==> src/rtl/rl_iteration_ctrl.sv <==
// rl_iteration_ctrl: run-level sequencer for the range-limited force pipeline.
// Optional READ/DRAIN watchdog is compiled in when RL_ITER_CTRL_TIMEOUT_EN is defined.
module rl_iteration_ctrl #(
  parameter int NUM_CELLS      = 64,
  parameter int NUM_FILTER     = 7,
  parameter int ITER_WIDTH     = 16,
  parameter int START_HOLD     = 50,
  parameter int DRAIN_CYCLES   = 16,
  parameter int BP_CNT_WIDTH   = 32,
  parameter int TIMEOUT_CYCLES = 1048576
) (
  input  logic                             clk,
  input  logic                             rst,
  input  logic                             go,
  input  logic [ITER_WIDTH-1:0]            num_iter,
  output logic                             busy,
  output logic                             done,
  output logic [ITER_WIDTH-1:0]            iter_count,
  output logic                             rl_start,
  input  logic [NUM_CELLS-1:0]             reading_done,
  input  logic [NUM_CELLS-1:0]             back_pressure,
  input  logic [NUM_CELLS-1:0]             filter_buffer_empty,
  input  logic [NUM_CELLS*NUM_FILTER-1:0]  force_valid,
  output logic                             mu_start,
  input  logic                             mu_done,
  output logic [BP_CNT_WIDTH-1:0]          bp_cycles,
  output logic                             timeout
);

  localparam int HOLD_W  = $clog2(START_HOLD + 1);
  localparam int QUIET_W = $clog2(DRAIN_CYCLES + 1);
  localparam logic [HOLD_W-1:0]  HOLD_LAST  = HOLD_W'(START_HOLD - 1);
  localparam logic [QUIET_W-1:0] QUIET_LAST = QUIET_W'(DRAIN_CYCLES - 1);

  if (START_HOLD < 1 || DRAIN_CYCLES < 1 || TIMEOUT_CYCLES < 1) begin : g_bad_params
    $error("rl_iteration_ctrl: START_HOLD, DRAIN_CYCLES and TIMEOUT_CYCLES must all be >= 1");
  end

  typedef enum logic [2:0] {
    S_IDLE,
    S_START,
    S_READ,
    S_DRAIN,
    S_MU
  } state_t;

  state_t                state;
  logic [ITER_WIDTH-1:0] num_iter_q;
  logic [HOLD_W-1:0]     hold_cnt;
  logic [QUIET_W-1:0]    quiet_cnt;
  logic [ITER_WIDTH-1:0] iter_next;
  logic                  all_read;
  logic                  quiet;
  logic                  any_bp;
  logic                  bp_window;
  logic                  wd_expired;
  logic                  run_accept;

  assign all_read   = &reading_done;
  assign quiet      = (&filter_buffer_empty) & ~(|force_valid);
  assign any_bp     = |back_pressure;
  assign bp_window  = (state == S_READ) || (state == S_DRAIN);
  assign iter_next  = iter_count + 1'b1;
  assign run_accept = (state == S_IDLE) && go && (num_iter != '0);

`ifdef RL_ITER_CTRL_TIMEOUT_EN
  localparam int WD_W = $clog2(TIMEOUT_CYCLES + 1);
  localparam logic [WD_W-1:0] WD_LAST = WD_W'(TIMEOUT_CYCLES - 1);

  logic [WD_W-1:0] wd_cnt;

  // Counts only READ/DRAIN cycles; START and MU hold it at zero so each iteration starts fresh.
  always_ff @(posedge clk) begin
    if (!rst) begin
      wd_cnt <= '0;
    end else if (!bp_window) begin
      wd_cnt <= '0;
    end else if (!wd_expired) begin
      wd_cnt <= wd_cnt + 1'b1;
    end
  end

  assign wd_expired = bp_window && (wd_cnt == WD_LAST);

  always_ff @(posedge clk) begin
    if (!rst) begin
      timeout <= 1'b0;
    end else if (run_accept) begin
      timeout <= 1'b0;
    end else if (wd_expired) begin
      timeout <= 1'b1;
    end
  end
`else
  assign wd_expired = 1'b0;
  assign timeout    = 1'b0;
`endif

  // NOTE: all state here uses non-blocking assignments, so every branch reads pre-edge values
  // and later assignments in the same cycle cleanly override the per-cycle defaults above them.
  always_ff @(posedge clk) begin
    if (!rst) begin
      state      <= S_IDLE;
      busy       <= 1'b0;
      done       <= 1'b0;
      iter_count <= '0;
      rl_start   <= 1'b0;
      mu_start   <= 1'b0;
      bp_cycles  <= '0;
      num_iter_q <= '0;
      hold_cnt   <= '0;
      quiet_cnt  <= '0;
    end else begin
      done     <= 1'b0;
      mu_start <= 1'b0;

      if (bp_window && any_bp && (bp_cycles != '1)) begin
        bp_cycles <= bp_cycles + 1'b1;
      end

      unique case (state)
        S_IDLE: begin
          if (go) begin
            iter_count <= '0;
            if (num_iter != '0) begin
              num_iter_q <= num_iter;
              bp_cycles  <= '0;
              hold_cnt   <= '0;
              rl_start   <= 1'b1;
              busy       <= 1'b1;
              state      <= S_START;
            end else begin
              done <= 1'b1;
            end
          end
        end

        S_START: begin
          if (hold_cnt == HOLD_LAST) begin
            rl_start <= 1'b0;
            state    <= S_READ;
          end else begin
            hold_cnt <= hold_cnt + 1'b1;
          end
        end

        S_READ: begin
          if (wd_expired) begin
            busy  <= 1'b0;
            state <= S_IDLE;
          end else if (all_read) begin
            quiet_cnt <= '0;
            state     <= S_DRAIN;
          end
        end

        S_DRAIN: begin
          if (wd_expired) begin
            busy  <= 1'b0;
            state <= S_IDLE;
          end else if (!quiet) begin
            quiet_cnt <= '0;
          end else if (quiet_cnt == QUIET_LAST) begin
            mu_start <= 1'b1;
            state    <= S_MU;
          end else begin
            quiet_cnt <= quiet_cnt + 1'b1;
          end
        end

        S_MU: begin
          if (mu_done) begin
            iter_count <= iter_next;
            if (iter_next == num_iter_q) begin
              busy  <= 1'b0;
              done  <= 1'b1;
              state <= S_IDLE;
            end else begin
              hold_cnt <= '0;
              rl_start <= 1'b1;
              state    <= S_START;
            end
          end
        end

        default: begin
          busy     <= 1'b0;
          rl_start <= 1'b0;
          state    <= S_IDLE;
        end
      endcase
    end
  end

endmodule

==> config.mk <==
export PLATFORM = sky130hd
export DESIGN_NAME = rl_iteration_ctrl
export DESIGN_NICKNAME = d
export VERILOG_FILES = /design/src/rtl/rl_iteration_ctrl.sv
export SDC_FILE = /design/constraint.sdc
export NUM_CORES = 1
export LEC_CHECK = 0
export ABC_AREA = 0
export CAP_MARGIN = 5
export CELL_PAD_IN_SITES_DETAIL_PLACEMENT = 1
export CELL_PAD_IN_SITES_GLOBAL_PLACEMENT = 2
export CORE_AREA = 4 4 279 281
export DETAILED_ROUTE_END_ITERATION = 6
export DIE_AREA = 0 0 283 285
export GPL_TIMING_DRIVEN = 0
export HOLD_SLACK_MARGIN = 0.02
export PLACE_DENSITY = 0.65
export SLEW_MARGIN = 0
export SYNTH_ARGS = -nofsm -noshare
export SYNTH_HDL_FRONTEND = slang
export SYNTH_SLANG_ARGS = --single-unit
==> constraint.sdc <==
create_clock -name clk -period 3.3 [get_ports clk]
set_input_delay 0.66 -clock clk [delete_from_list [all_inputs] [get_ports clk]]
set_output_delay 0.66 -clock clk [all_outputs]
set_load 0.05 [all_outputs]
# [After elaboration in Yosys (flattened, before gate mapping)]
# Cells that the tools add are included.
# Widths: inputs -> output; s select.
[totals] reg_bits=82 output_inout_bits=53 inputBits=660 wordCells=100
[classes] reduce_logical=22 bitwise_logic=4 eq_ne=19 n_addsub=4 mux=41
[ops] cell="$reduce_or 448->1" n=1
[ops] cell="$mux 32" n=4
[ops] cell="$reduce_and 64->1" n=2
[ops] cell="$reduce_or 64->1" n=1
[ops] cell="$add 32x1->32 const B" n=1
[ops] cell="$mux 16" n=2
[ops] cell="$ne 32x32->1 const B" n=1
[ops] cell="$pmux 16 s2" n=1
[ops] cell="$mux 6" n=5
[ops] cell="$mux 3" n=7
[ops] cell="$pmux 6 s3" n=1
[ops] cell="$add 16x1->16 const B" n=1
[ops] cell="$eq 16x16->1" n=1
[ops] cell="$ne 2x2->1 const B" n=8
[ops] cell="$reduce_bool 16->1" n=1
[ops] cell="$mux 5" n=3
[ops] cell="$pmux 3 s5" n=1
[ops] cell="$mux 1" n=13
[ops] cell="$reduce_and 3->1" n=4
[ops] cell="$reduce_and 6->1" n=2
[ops] cell="$pmux 5 s2" n=1
[ops] cell="$reduce_and 7->1" n=1
[ops] cell="$add 6x1->6 const B" n=1
[ops] cell="$eq 3x2->1 const B" n=2
[ops] cell="other kinds (20)" n=25

# [Longest topological paths before layout]
# Gate-level depths: netlist of run 1.
[depth] ltp_word=8 ltp_mapped=9 ltp_nobuf=8

# [Worst setup path after synthesis of run 1]
# Ideal clock, no wire load.
[synth_timing] path_kind="register to register" from="register iter_count[0]" to="register hold_cnt[0]" stages_incl_launch_ff=8 t_arrival_ns=2.759 slack_ns=0.461 required_time_ns=3.221 setup_ns=0.079 path_cell_list="dfxtp_1 > nand3_1 > nor4_1 > xnor2_1 > or4_4 > nor4_4 > a31oi_4 > a211oi_2"
[synth_via] elab_chain_cells=4
[synth_rtl] element="from (decl)" line="18" text="output logic [ITER_WIDTH-1:0] iter_count,"
[synth_rtl] element="from (signal assigned)" line="173" text="iter_count <= iter_next;"
[synth_rtl] element="$add 16x1->16" line="63" text="assign iter_next = iter_count + 1'b1;"
[synth_rtl] element="$eq 16x16->1" line="174" text="if (iter_next == num_iter_q) begin"
[synth_rtl] element="$ne 2x2->1 (no source line)"
[synth_rtl] element="$reduce_and 6->1 (no source line)"
[synth_rtl] element="to (signal assigned)" line="143" text="hold_cnt <= hold_cnt + 1'b1;"
[synth_rtl] element="to (decl)" line="49" text="logic [HOLD_W-1:0] hold_cnt;"
# No other way between the ends.
# A chain may end at the register's enable or synchronous reset.

# [Worst setup path in the final report of run 1]
[layout_timing] from="input reading_done[50]" to="register state[0]"
[layout_via] elab_chain_cells=3
[layout_rtl] element="from (decl)" line="20" text="input logic [NUM_CELLS-1:0] reading_done,"
[layout_rtl] element="$reduce_and 64->1" line="59" text="assign all_read = &reading_done;"
[layout_rtl] element="$ne 2x2->1 (no source line)"
[layout_rtl] element="$reduce_and 7->1 (no source line)"
[layout_rtl] element="to (signal assigned)" line="103" text="state <= S_IDLE;"
[layout_rtl] element="to (signal assigned)" line="131" text="state <= S_START;"
[layout_rtl] element="to (signal assigned)" line="141" text="state <= S_READ;"
[layout_rtl] element="to (decl)" line="47" text="state_t state;"
# No other way between the ends.

==> results of run 1 <==
area by class of cell:
cell class,count,area (sq um)
clock inverter,7,130.1
clock buffer,9,225.2
timing repair buffer,716,7151
antenna,9,22.52
inverter,10,37.54
fill,8930,60810
buffer,32,205.2
sequential,82,1643
tap,978,1224
multi-input combinational,639,3999
power groups by stage:
stage / combinational [mW] / clock, mW / sequential (mW)
2_1_floorplan: 0.643 / 0 / 1.18
3_3_place_gp: 1.77 / 0 / 1.15
3_5_place_dp: 1.80 / 0 / 1.15
4_1_cts: 1.81 / 1.31 / 1.13
5_1_grt: 1.94 / 1.34 / 1.14
6_report: 1.80 / 1.25 / 1.13
worst max path at each step:
stage                       end  slack [ns]  depth (start not counted)
floorplan           hold_cnt[0]        0.46                          7
global placement       state[2]       -2.25                          8
detailed placement     state[2]       -1.23                          8
CTS                        done        0.05                          7
global route           state[0]        0.02                          8
finish                 state[0]        0.13                          8
state kept, by name, summed over array words and instances, names as in the netlist:
name	count
iter_count	16
state	3
mu_start	1
done	1
num_iter_q	16
busy	1
hold_cnt	6
quiet_cnt	5
bp_cycles	32
rl_start	1
logic make-up (layout without fill, tap and decap cells):
logic type / Yosys count / after routing / share of synthesized area (%)
fa+ha+maj: 6 / 6 / 1.298
compound gates: 64 / 64 / 7.443
buf+inv: 42 / 774 / 4.197
mux: 19 / 19 / 3.289
other cells: 1 / 10 / 0.06484
flops: 82 / 82 / 28.39
xor+xnor: 52 / 52 / 7.875
simple gates: 497 / 497 / 47.45
tightest hold or removal path: stages (launching register included):
cell and delay (ns):
dfxtp_1 0.32, nand3_1 0.07, nand2_1 0.05
synth_stat cells (2+ instances only):
cell type / n / share of area, %
nand4b_1: 5 / 0.76
buf_1: 2 / 0.13
ha_1: 6 / 1.3
mux2i_1: 19 / 3.3
a311oi_1: 4 / 0.61
nand2_1: 61 / 4.0
o21ai_0: 14 / 1.2
clkbuf_1: 20 / 1.3
a21o_1: 2 / 0.26
nor2_1: 90 / 5.8
nand3b_1: 5 / 0.65
and3_1: 14 / 1.5
and4_1: 4 / 0.61
dfxtp_1: 82 / 28
a21oi_1: 19 / 1.6
nand3_1: 37 / 3.2
or3_1: 2 / 0.22
a31oi_1: 9 / 0.97
nor4_1: 154 / 17
xnor2_1: 16 / 2.4
and2_1: 6 / 0.65
xor2_1: 36 / 5.5
clkbuf_8: 7 / 1.7
or2_2: 3 / 0.32
nor3_1: 18 / 1.6
inv_1: 10 / 0.65
nor4b_1: 2 / 0.30
nand4_1: 88 / 9.5
cells in the final DEF, fill, tap and decap left out, drive strengths merged, types with 16 or more instances in the layout:
cell type	Yosys	layout
a21oi	19	19
clkbuf	28	37
nor2	90	90
nor3	18	18
xnor2	16	16
nand3	37	37
clkdlybuf4s50	0	710
dfxtp	82	82
nand2	61	61
xor2	36	36
nand4	89	89
mux2i	19	19
nor4	155	155
repair_timing:
action | CTS | global route
resized for setup | 7 | 8
endpoints found under the setup margin | 11 | 12
pin swaps | 3 | 1
hold buffers | 0 | 0
buffers inserted | 2 | 0
metrics by stage:
step | util (%) | area [sq um] | setup slack (ns) | setup TNS (ns)
after floorplan | - | 5783 | 0.4612 | 0
after global placement | 18.72 | 14120 | -2.246 | -24.34
after detailed placement | 18.76 | 14160 | -1.229 | -16.77
after CTS | 19.30 | 14560 | 0.05089 | 0
after global routing | 19.37 | 14610 | 0.01554 | 0
final | 19.40 | 14640 | 0.1328 | 0
per-layer routing:
metal	up-vias	global-route usage (%)	part of all wire, %
li1	4459	-	-
met1	4218	13.97	42
met2	394	20.27	48
met3	55	3.133	7.1
met4	10	3.104	2.9
met5	-	0	0.13
==> flow_metrics.py, run 1 <==
metrics = {
    "setup_path": {
        "crit_family": "simple AND/OR/NAND/NOR gates",
        "setup.worst_path.end_class": "register",
        "cp_slowest_cell": "nand4_1",
        "worst-r2r-setup-slack_ns": 0.23,
        "r2r-start": "iter_count[2]",
        "path_cells": "dlygate4sd2_1, nand4_1, nor4_4, nand4_1, nand2_1, and3_1, a21oi_1, o2111a_1",
        "crit_start": "reading_done[50]",
        "critical_path.max_stage_delay_ns": 0.65,
        "timing.rr.end": "done",
        "path_class": "in2reg",
        "cp_max_fo": 5,
        "crit_top_cell": "nand4_1",
        "reg2reg_depth": 7,
        "start_kind": "input pin",
        "cp.arrival_ns": 3.41,
        "required_ns": 3.54,
        "path_buf_inv": 1,
    },
    "grt": {
        "grt_pass1_wl_um": 69550,
        "antenna_found_initial": 16,
        "grt_max_degree": 17,
        "overflow": 0,
        "grt_pass1_vias": 10300,
        "grt.total_usage_pct": 11.58,
    },
    "placement": {
        "place_inst": 2455,
        "port_buffers": 711,
        "dp_hpwl_um": 44710,
        "gp_congestion": 0.9758,
    },
    "pwr": {
        "seqPwrFrac_pct": 27.0,
        "p_leak_nw": 4.782,
        "p_clk_share_pct": 30.0,
        "switching_share_pct": 32.26,
        "power_mw": 4.178,
        "vdd_drop_max_uv": 247.3,
        "p_int_mw": 2.830,
        "p_sw_mw": 1.348,
        "power.density_nw_per_um2": 285.4,
        "p_comb_share_pct": 43.0,
    },
    "logic_synthesis": {
        "yosysSeqAreaShare_pct": 28.39,
        "avgSynthCellArea_sq_um": 7.579,
        "synthFlopType": "dfxtp_1",
        "async_flop_share_pct": 0,
        "syn_inst": 763,
        "syn_nets": 1429,
        "synth_edf_count": 0,
        "ys_ff_latch": 82,
        "synth_cell_types": 56,
        "synthesis.area_sq_um": 5783,
        "ys_warn_count": 0,
    },
    "final_layout": {
        "num-nets-final": 2156,
        "drive_above_1_share_pct": 3.746,
        "area_delta_synth_final_pct": 153.1,
        "fin_cells": 2482,
    },
    "clock_network": {
        "cts_tree": "yes",
        "h-tree-depth": 3,
        "clockBufferDepth": 2,
        "clk_latency_ns": 0.36,
        "cts-root-buf": "clkbuf_16",
        "cts.sinks": 82,
        "clk_pin_slew_ns": 0.07,
        "numCtsBuffers": 9,
    },
    "detailed_routing": {
        "drt_iter0_markers": 303,
        "avgRoutedWirePerCell_um": 19.93,
        "drc": 0,
        "ant_nets": 0,
        "drtPass1Iterations": 4,
        "wirelength_um": 49460,
        "routed_via_density": 3.681,
        "dr_total_vias": 9136,
    },
    "timing": {
        "hold_ws_ns": 0.4772,
        "slew_headroom_pct": 26.66,
        "finClkSkew_ns": 0.01227,
        "worstMarginPinSlew_ns": 1.092,
        "setup_violations": 0,
        "rsz0062_at_grt": "no",
        "post-route-period-util_pct": 95.98,
        "min_period_ns": 3.167,
        "hold_viol_final": 0,
        "clock.fmax_mhz": 315.7,
        "slew_violations": 0,
    },
    "worst_hold_path": {
        "hold_start": "quiet_cnt[4]",
        "hold_depth": 2,
        "worstHoldEndpoint": "quiet_cnt[4]",
        "hold_class": "reg2reg",
    },
    "floorplanning": {
        "dieHeight_um": 285,
        "coreArea_sq_um": 75440,
        "fp.dieW_um": 283,
        "start_util_pct": 7.665,
        "rows": 101,
        "fp.dieArea_sq_um": 80660,
        "io_pins": 713,
    },
    "flow_run": {
        "max-cap-violations": 0,
    },
    "status": {
        "status": "completed",
    },
}
Power figures use the tool's default switching activity.
==> inputs of run 2 (changes only) <==
Settings changed: GPL_TIMING_DRIVEN 0 to default, REMOVE_ABC_BUFFERS from default to 1, SKIP_CTS_REPAIR_TIMING from default to 1.
==> run 2 against run 1 <==
  * Sequential cell count unchanged
  * Global-route usage grew 2.0 points
  * Sequential share of layout area fell by 0.096 points
  * Fmax rose by 5.3%
  * Utilization increased by 0.15 points
  * Setup slack improved by 0.16 ns
  * Sequential power is essentially flat
  * Hold slack got worse by 0.0020 ns
==> flow_metrics.py, run 2 (synthesis results as in run 1) <==
metrics = {
    "status": {
        "status": "completed",
    },
    "final_layout": {
        "layout_commonest_cell": "clkdlybuf4s50_1",
        "fin_util_pct": 19.55,
        "layout_common_cells": "clkdlybuf4s50_1 (711), nor4_1 (151), nor2_1 (90)",
        "area_delta_synth_final_pct": 155.1,
        "design_area_sq_um": 14750,
        "regMostFlops": "bp_cycles",
        "top_regs": "bp_cycles: 32 flops, iter_count: 16 flops, num_iter_q: 16 flops",
        "drive_above_1_share_pct": 5.941,
        "largest_reg_flops": 32,
        "num-nets-final": 2176,
    },
    "floorplanning": {
        "dieHeight_um": 285,
        "fp.dieArea_sq_um": 80660,
        "rows": 101,
        "io_pins": 713,
        "fp.dieW_um": 283,
        "start_util_pct": 7.665,
        "coreArea_sq_um": 75440,
    },
    "detailed_routing": {
        "avgRoutedWirePerCell_um": 22.97,
        "drtPass1Iterations": 5,
        "wirelength_um": 57390,
        "routed_via_density": 3.793,
        "ant_nets": 0,
        "drt_iter0_markers": 455,
        "dr_total_vias": 9476,
        "drc": 0,
    },
    "pwr": {
        "power_mw": 4.139,
        "vdd_drop_max_uv": 249.3,
        "p_leak_nw": 4.902,
        "power.density_nw_per_um2": 280.6,
    },
    "setup_path": {
        "cp_max_fo": 10,
        "path_class": "in2reg",
        "crit_family": "simple AND/OR/NAND/NOR gates",
        "critical_path.max_stage_delay_ns": 0.56,
        "reg2reg_depth": 8,
        "cp.depth": 10,
        "crit_start": "force_valid[34]",
        "setup.worst_path.end_class": "register",
        "start_kind": "input pin",
        "worst-r2r-setup-slack_ns": 0.40,
        "crit_path_end": "state[2]",
        "timing.rr.end": "state[0]",
        "path_buf_inv": 3,
        "required_ns": 3.58,
        "r2r-start": "iter_count[4]",
        "path_cells": "clkdlybuf4s50_1, nor4_1, buf_4, nand4_1, nor4_1, nand4_1, nor3_1, buf_4, nand2_1, a21oi_1",
        "cp.arrival_ns": 3.28,
        "cp_slowest_cell": "nor4_1",
    },
    "clock_network": {
        "h-tree-depth": 3,
        "cts-root-buf": "clkbuf_16",
        "clk_pin_slew_ns": 0.08,
        "clk_latency_ns": 0.35,
        "cts.sinks": 82,
        "cts_tree": "yes",
        "numCtsBuffers": 9,
        "clockBufferDepth": 2,
    },
    "worst_hold_path": {
        "hold_depth": 2,
        "hold_class": "reg2reg",
    },
    "placement": {
        "dp_hpwl_um": 51800,
        "gp_congestion": 1.010,
        "place_area_sq_um": 14390,
        "port_buffers": 711,
    },
    "grt": {
        "grt_pass1_wl_um": 79800,
        "grt.total_usage_pct": 13.54,
        "grt_pass1_vias": 10440,
        "grt_max_degree": 33,
        "antenna_found_initial": 15,
        "overflow": 0,
    },
    "timing": {
        "clock.fmax_mhz": 332.3,
        "worstMarginPinSlew_ns": 0.6643,
        "slew_violations": 0,
        "post-route-period-util_pct": 91.18,
        "rsz0062_at_grt": "no",
        "hold_viol_final": 0,
        "min_period_ns": 3.009,
        "slew_headroom_pct": 55.35,
        "finClkSkew_ns": 0.01318,
        "setup_violations": 0,
    },
    "flow_run": {
        "max-cap-violations": 0,
    },
}
run 2: routing by layer:
metal / GRT usage, % / wire, um / vias to the layer above
met5: 0 / 112 / -
met4: 1.938 / 453 / 16
met1: 16.63 / 24640 / 4479
met3: 4.317 / 4429 / 37
met2: 23.65 / 27760 / 458
li1: - / - / 4486
run 2: metrics by stage:
step                      hold WS, ns  setup WS, ns  TNS [ns]  instances
final                          0.4752        0.2911         0       2498
after global placement         0.4560       -0.3872    -5.875       2477
after floorplan                0.4314       -0.7829    -15.81        731
after global routing           0.5071       0.06831         0       2496
after detailed placement       0.4668       -0.3376    -5.201       2477
after CTS                      0.4793       0.01106         0       2493
run 2: layout make-up:
type                    count  area, sq um
flip-flops and latches     82         1642
well taps                 978         1224
clock buffers               9        225.2
fillers                  8907        60690
repair buffers            768         7570
clock inverters             7        106.4
inverters                  10        37.54
diodes                      5        12.51
multi-input cells         639         3935
run 2: worst min path at each step:
stage / to / slack [ns] / startpoint
2_1_floorplan: hold_cnt[5] / 0.43 / hold_cnt[5]
3_3_place_gp: quiet_cnt[4] / 0.46 / quiet_cnt[4]
3_5_place_dp: quiet_cnt[4] / 0.47 / quiet_cnt[4]
4_1_cts: quiet_cnt[4] / 0.48 / quiet_cnt[4]
5_1_grt: hold_cnt[5] / 0.51 / hold_cnt[5]
6_report: quiet_cnt[4] / 0.48 / quiet_cnt[4]
run 2: worst min-delay path, delay by kind of cell, from the launching register on:
kind          cells  cell delay [ns]
flops             1             0.33
simple gates      2             0.11
run 2: power breakdown:
group	switching (mW)	total, mW	internal (mW)	leakage (nW)
clock	0.496	1.18	0.681	0.163
sequential	0.0849	1.14	1.06	0.664
combinational	0.759	1.82	1.06	4.07
==> inputs of run 3 (changes only) <==
Settings changed: CTS_CLUSTER_DIAMETER from default to 30.
==> results of run 3 <==
Same layout as run 2: the final DEF is identical, and so are final timing and power.
